### config.mk
export PLATFORM = sky130hd
export DESIGN_NAME = multicycle_controller
export DESIGN_NICKNAME = d
export VERILOG_FILES = /design/src/rtl/mips_ctrl_pkg.sv /design/src/rtl/alu_decoder.sv /design/src/rtl/multicycle_controller.sv
export SDC_FILE = /design/constraint.sdc
export NUM_CORES = 1
export LEC_CHECK = 0
export ABC_CLOCK_PERIOD_IN_PS = 1400
export BUFFER_PORTS_ARGS = -buffer_cell sky130_fd_sc_hd__buf_4
export CAP_MARGIN = 20
export CORE_ASPECT_RATIO = 1.1
export CORE_MARGIN = 2
export CORE_UTILIZATION = 30
export DETAILED_ROUTE_END_ITERATION = 12
export PLACE_DENSITY = 0.62
export SLEW_MARGIN = 25
export SYNTH_ARGS = -nofsm -noshare
export SYNTH_HDL_FRONTEND = slang
export SYNTH_SLANG_ARGS = --single-unit
### constraint.sdc
create_clock -name clk -period 1.4 [get_ports clk]
set_input_delay 0.28 -clock clk [delete_from_list [all_inputs] [get_ports clk]]
set_output_delay 0.28 -clock clk [all_outputs]
set_load 0.1 [all_outputs]
### src/rtl/mips_ctrl_pkg.sv
// Shared constants for the multicycle MIPS control unit: opcodes, funct codes,
// ALU operation codes, the controller state encoding and datapath mux encodings.
package mips_ctrl_pkg;

    // Primary opcodes (instr[31:26])
    localparam logic [5:0] OP_RTYPE = 6'b000000;
    localparam logic [5:0] OP_J     = 6'b000010;
    localparam logic [5:0] OP_BEQ   = 6'b000100;
    localparam logic [5:0] OP_ADDIU = 6'b001001;
    localparam logic [5:0] OP_ORI   = 6'b001101;
    localparam logic [5:0] OP_LUI   = 6'b001111;
    localparam logic [5:0] OP_LW    = 6'b100011;
    localparam logic [5:0] OP_SW    = 6'b101011;

    // R-type function codes (instr[5:0])
    localparam logic [5:0] FN_ADDU = 6'b100001;
    localparam logic [5:0] FN_SUBU = 6'b100011;
    localparam logic [5:0] FN_AND  = 6'b100100;
    localparam logic [5:0] FN_OR   = 6'b100101;
    localparam logic [5:0] FN_SLTU = 6'b101011;

    // ALU operation codes
    localparam logic [2:0] ALU_AND  = 3'b000;
    localparam logic [2:0] ALU_OR   = 3'b001;
    localparam logic [2:0] ALU_ADD  = 3'b010;
    localparam logic [2:0] ALU_LUI  = 3'b011;
    localparam logic [2:0] ALU_SUB  = 3'b110;
    localparam logic [2:0] ALU_SLTU = 3'b111;

    // Controller states; the numeric values are visible on the debug port
    typedef enum logic [3:0] {
        S_FETCH   = 4'd0,
        S_DECODE  = 4'd1,
        S_MEMADR  = 4'd2,
        S_MEMRD   = 4'd3,
        S_MEMWB   = 4'd4,
        S_MEMWR   = 4'd5,
        S_REXEC   = 4'd6,
        S_RWB     = 4'd7,
        S_IEXEC   = 4'd8,
        S_IWB     = 4'd9,
        S_BRANCH  = 4'd10,
        S_JUMP    = 4'd11,
        S_ILLEGAL = 4'd12
    } state_t;

    // ALU operand B select
    localparam logic [1:0] SRCB_RT    = 2'b00;
    localparam logic [1:0] SRCB_FOUR  = 2'b01;
    localparam logic [1:0] SRCB_IMM   = 2'b10;
    localparam logic [1:0] SRCB_IMMSH = 2'b11;

    // PC source select
    localparam logic [1:0] PC_ALU    = 2'b00;
    localparam logic [1:0] PC_ALUOUT = 2'b01;
    localparam logic [1:0] PC_JUMP   = 2'b10;

endpackage

### src/rtl/alu_decoder.sv
// Combinational funct -> ALU operation decoder for R-type instructions.
// funct_valid flags the function codes the core actually implements.
module alu_decoder
    import mips_ctrl_pkg::*;
(
    input  logic [5:0] funct,
    output logic [2:0] alucontrol,
    output logic       funct_valid
);

    // Map each supported funct to its ALU code; anything else is invalid
    always_comb begin
        alucontrol  = ALU_ADD;
        funct_valid = 1'b1;
        case (funct)
            FN_ADDU: alucontrol = ALU_ADD;
            FN_SUBU: alucontrol = ALU_SUB;
            FN_AND:  alucontrol = ALU_AND;
            FN_OR:   alucontrol = ALU_OR;
            FN_SLTU: alucontrol = ALU_SLTU;
            default: funct_valid = 1'b0;
        endcase
    end

endmodule

### src/rtl/multicycle_controller.sv
// Moore-style control FSM for the multicycle MIPS core. Sequences fetch, decode,
// execute, memory and write-back over one shared memory port, optionally
// stretching memory states until mem_ready. Only FETCH (ready) and BRANCH (zero)
// have input-dependent outputs.
module multicycle_controller
    import mips_ctrl_pkg::*;
#(
    parameter int USE_MEM_READY = 1,
    parameter int ALUCTRL_W     = 3,
    parameter int STATE_W       = 4
) (
    input  logic                 clk,
    input  logic                 reset,
    input  logic [31:0]          instr,
    input  logic                 zero,
    input  logic                 mem_ready,
    output logic                 pcen,
    output logic                 irwrite,
    output logic                 iord,
    output logic                 memread,
    output logic                 memwrite,
    output logic                 memtoreg,
    output logic                 regwrite,
    output logic                 regdst,
    output logic                 alusrca,
    output logic [1:0]           alusrcb,
    output logic                 immext,
    output logic [1:0]           pcsrc,
    output logic [ALUCTRL_W-1:0] alucontrol,
    output logic                 illegal,
    output logic [STATE_W-1:0]   state
);

    state_t      state_q;
    state_t      next_state;
    logic        illegal_q;
    logic        ready;
    logic [5:0]  op;
    logic [5:0]  funct;
    logic [2:0]  rtype_alu;
    logic        funct_valid;
    logic [2:0]  alu_c;
    logic        pcen_c;
    logic        irwrite_c;
    logic        memread_c;
    logic        memwrite_c;
    logic        regwrite_c;
    logic        unused_instr;

    assign op           = instr[31:26];
    assign funct        = instr[5:0];
    assign unused_instr = ^instr[25:6];

    // Without the handshake every memory access is assumed to finish in one cycle
    assign ready = (USE_MEM_READY != 0) ? mem_ready : 1'b1;

    alu_decoder u_alu_decoder (
        .funct       (funct),
        .alucontrol  (rtype_alu),
        .funct_valid (funct_valid)
    );

    // State register and sticky illegal flag; reset aborts any access in flight
    always_ff @(posedge clk or posedge reset) begin
        if (reset) begin
            state_q   <= S_FETCH;
            illegal_q <= 1'b0;
        end else begin
            state_q <= next_state;
            if (next_state == S_ILLEGAL) begin
                illegal_q <= 1'b1;
            end
        end
    end

    // Next-state selection from current state, opcode/funct and memory ready
    always_comb begin
        next_state = state_q;
        case (state_q)
            S_FETCH:  next_state = ready ? S_DECODE : S_FETCH;
            S_DECODE: begin
                case (op)
                    OP_LW, OP_SW:             next_state = S_MEMADR;
                    OP_RTYPE:                 next_state = S_REXEC;
                    OP_BEQ:                   next_state = S_BRANCH;
                    OP_ADDIU, OP_ORI, OP_LUI: next_state = S_IEXEC;
                    OP_J:                     next_state = S_JUMP;
                    default:                  next_state = S_ILLEGAL;
                endcase
            end
            S_MEMADR:  next_state = op[3] ? S_MEMWR : S_MEMRD;
            S_MEMRD:   next_state = ready ? S_MEMWB : S_MEMRD;
            S_MEMWB:   next_state = S_FETCH;
            S_MEMWR:   next_state = ready ? S_FETCH : S_MEMWR;
            S_REXEC:   next_state = funct_valid ? S_RWB : S_ILLEGAL;
            S_RWB:     next_state = S_FETCH;
            S_IEXEC:   next_state = S_IWB;
            S_IWB:     next_state = S_FETCH;
            S_BRANCH:  next_state = S_FETCH;
            S_JUMP:    next_state = S_FETCH;
            S_ILLEGAL: next_state = S_ILLEGAL;
            default:   next_state = S_FETCH;
        endcase
    end

    // Datapath control decode per state; the five strobes are gated by reset below
    always_comb begin
        pcen_c     = 1'b0;
        irwrite_c  = 1'b0;
        memread_c  = 1'b0;
        memwrite_c = 1'b0;
        regwrite_c = 1'b0;
        iord       = 1'b0;
        memtoreg   = 1'b0;
        regdst     = 1'b0;
        alusrca    = 1'b0;
        alusrcb    = SRCB_RT;
        immext     = 1'b0;
        pcsrc      = PC_ALU;
        alu_c      = ALU_ADD;
        case (state_q)
            S_FETCH: begin
                memread_c = 1'b1;
                alusrcb   = SRCB_FOUR;
                pcen_c    = ready;
                irwrite_c = ready;
            end
            S_DECODE: begin
                alusrcb = SRCB_IMMSH;
            end
            S_MEMADR: begin
                alusrca = 1'b1;
                alusrcb = SRCB_IMM;
            end
            S_MEMRD: begin
                iord      = 1'b1;
                memread_c = 1'b1;
            end
            S_MEMWB: begin
                regwrite_c = 1'b1;
                memtoreg   = 1'b1;
            end
            S_MEMWR: begin
                iord       = 1'b1;
                memwrite_c = 1'b1;
            end
            S_REXEC: begin
                alusrca = 1'b1;
                alu_c   = rtype_alu;
            end
            S_RWB: begin
                regwrite_c = 1'b1;
                regdst     = 1'b1;
            end
            S_IEXEC: begin
                alusrca = 1'b1;
                alusrcb = SRCB_IMM;
                case (op)
                    OP_ORI: begin
                        alu_c  = ALU_OR;
                        immext = 1'b1;
                    end
                    OP_LUI: begin
                        alu_c  = ALU_LUI;
                        immext = 1'b1;
                    end
                    default: alu_c = ALU_ADD;
                endcase
            end
            S_IWB: begin
                regwrite_c = 1'b1;
            end
            S_BRANCH: begin
                alusrca = 1'b1;
                alu_c   = ALU_SUB;
                pcsrc   = PC_ALUOUT;
                pcen_c  = zero;
            end
            S_JUMP: begin
                pcsrc  = PC_JUMP;
                pcen_c = 1'b1;
            end
            default: ;
        endcase
    end

    assign pcen       = pcen_c & ~reset;
    assign irwrite    = irwrite_c & ~reset;
    assign memread    = memread_c & ~reset;
    assign memwrite   = memwrite_c & ~reset;
    assign regwrite   = regwrite_c & ~reset;
    assign alucontrol = ALUCTRL_W'(alu_c);
    assign illegal    = illegal_q;
    assign state      = STATE_W'(state_q);

endmodule

==> key figures <==
STA
  – Final Hold Fails: 0
  – Worst rel slew slack: 0.756
  – Fin crit share: 1.41
  – Final hold slack: 0.0174 ns
  – Finish-stage setup viols: 26
  – Setup WS post-layout: -0.574 ns
  – Slew @ Worst Pin: 0.366 ns
  – RSZ-0062 raised after global routing: true
  – Tmin final: 1.97 ns
  – Max-slew violations: 0
  – Final clock skew: 0.00956 ns
  – FMAX: 507 MHz

Placed design
  – GP Congestion: 0.773
  – Placed Area: 0.00144 mm^2
  – Number of placed instances, taps included: 199
  – HPWL after DPL: 2100 um
  – IO buf count: 37

Clock tree
  – CTS HTree Levels: 1
  – CTS tree: done
  – TritonCTS Sinks: 5
  – Hold_buf cts: 0
  – Total CTS buffers: 3
  – Clock-pin transition on the worst setup and hold timing paths: 0.06 ns
  – Clock Path Buffers: 2
  – CTS Root Cell: clkbuf_4
  – Clk_lat worst skew: 0.26 ns

Yosys
  – Post-synth top area cell: dfrtp_1
  – Seq/Total Area, Yosys: 0.171
  – Top-count cell post-synth: nor2_1
  – Flop and latch count out of synthesis: 5
  – Most frequent cells after synthesis: 14 x nor2_1, 9 x nand2_1, 8 x a21oi_1
  – Asr flop ratio synth: 1.00
  – Number of synthesized flops with an enable pin: 0
  – Commonest register cell after synthesis: dfrtp_1
  – Synth Cell Area: 733 um^2
  – Ys Warns: 0
  – Yosys cell types: 41
  – Largest cells by area after synthesis: dfrtp_1 17%, nor2_1 7.2%, a21oi_1 5.5%, nand2b_1 5.1%, nor3_1 4.8%
  – Mapped Nets: 140
  – Cell count after synthesis: 104
  – Synthesized area per cell: 7.05 um^2
  – Top-area cell type share of the netlist area: 0.171

Status
  – Status: finished with violations
  – Failing checks: setup timing

Pwr
  – Total power: 4280 uW
  – P_int: 1900 uW
  – Lkg Pwr: 0.000875 uW
  – Worst IR Drop VDD: 1.98 mV
  – Pwr dens: 2050 mW/mm^2
  – Sw frac: 0.557
  – Flop pwr share: 0.070
  – Clk pwr share: 0.046
  – P_sw: 2380 uW
  – Combinational group share of total power: 0.884

Die
  – Die width: 51.1 um
  – Die height: 55.9 um
  – I/O pin count: 58
  – DIE AREA: 0.00286 mm^2
  – Starting density of the core: 0.322
  – # rows: 18
  – Core area: 0.00227 mm^2

Detailed routing
  – Final WL: 4760 um
  – Vias: 1,263
  – DRC: 0
  – Post-DR vias/cell: 5.77
  – 1st-iter DRT viols: 46
  – Detailed Routing Iterations Pass 1: 4
  – Final ANT Viol Nets: 0
  – WL/cell: 21.7 um

Finish
  – Diodes inserted: 0
  – Fin cells: 219
  – Final #Nets: 226
  – Design area: 0.00209 mm^2
  – Final Core Density: 0.917
  – Share of cells above drive strength 1: 0.772
  – Syn-to-layout area delta: 184%

Global routing
  – First-pass GRT wire length: 5780 um
  – Number of global-route vias before repair: 1,238
  – Aggregate global routing overflow: 0
  – Initial antenna violation count: 0
  – Tot GR Track Use: 0.262
  – Largest net degree at the start of global routing: 11

Worst setup path
  – Crit Path Class: reg -> out
  – Crit path DAT: 1.69 ns
  – Worst EP required: 1.12 ns
  – Crit end category: output port
  – Max FO, Critical Path: 8
  – Startpoint types: register

Run
  – Number of max-cap violations: 0

Worst hold path
  – Class of the worst hold path: in -> async
## worst paths after layout
| check | from | end | slack [ns] | cells past startpoint |
|---|---|---|---|---|
| max | state[1] | alucontrol[0] | -0.57 | 4 |
| min | reset | state[2] | 0.02 | 2 |
| max reg2reg | state[1] | illegal | -0.55 | 8 |
| min reg2reg | illegal | illegal | 0.47 | 2 |
| max in group asynchronous | reset | state[0] | 1.15 | 2 |
| min in group clk | instr[29] | state[1] | 0.43 | 3 |
## power groups by stage
stage                     clock, uW  combinational (uW)  sequential [uW]
after floorplan                   0                1640              560
after global placement            0                2540              262
after detailed placement          0                2550              267
after CTS                       174                3270              281
after global routing            206                3880              305
final                           195                3780              302
## flip-flops by register name (all words and copies together) (netlist names)
name,flops
illegal,1
state,4
## through the flow
step / setup slack [ns] / setup TNS [ns]
after floorplan: -1.35 / -14.50
after global placement: -0.366 / -5.35
after detailed placement: -0.402 / -5.61
after CTS: -0.499 / -8.18
after global routing: -0.609 / -10.94
final: -0.574 / -10.28
## what timing repair did
item	4_1_cts	5_1_grt
pin swaps	16	13
setup buffers	9	8
hold endpoints to repair	0	0
cloned	0	0
resized for setup	87	30
endpoints found under the setup margin	25	26
## cell type report
type                            instances  area [um^2]
Fill cell                              85          189
Timing Repair Buffer                   86          976
Tap cell                               30         37.5
Multi-Input combinational cell         89          875
Inverter                                5         31.3
Clock buffer                            4         26.3
Sequential cell                         5          140
## layer usage
layer	wire, um	vias to the layer above	GRT usage
met4	307	0	0.120
met2	2470	65	0.505
met5	0	-	0
met3	239	30	0.0591
met1	1750	615	0.253
li1	-	553	-
## kinds of logic after synthesis
group,after synthesis,share of synthesized area
xor+xnor,2,0.0239
simple gates,60,0.452
mux,1,0.0137
flops,5,0.171
buf+inv,10,0.0785
compound gates,26,0.261
## cells in the final DEF, fill, tap and decap left out, types with 3 or more instances in the layout
cell / count
buf_4: 45
buf_12: 20
buf_6: 18
nor2_4: 10
nand2b_4: 5
o21ai_0: 5
or2_4: 4
nor2b_1: 4
nand2_2: 4
a21oi_2: 4
inv_1: 4
dfrtp_4: 4
nor2_1: 3
a21oi_4: 3
nand2_1: 3
nor3_4: 3
clkbuf_4: 3
## worst max-delay path, stage by stage (launching register included)
cell and delay (ns):
dfrtp_4 0.56, buf_12 0.17, nor4_4 0.32, or2_4 0.20, buf_12 0.17
No activity file was read; power rests on OpenSTA's default activity.
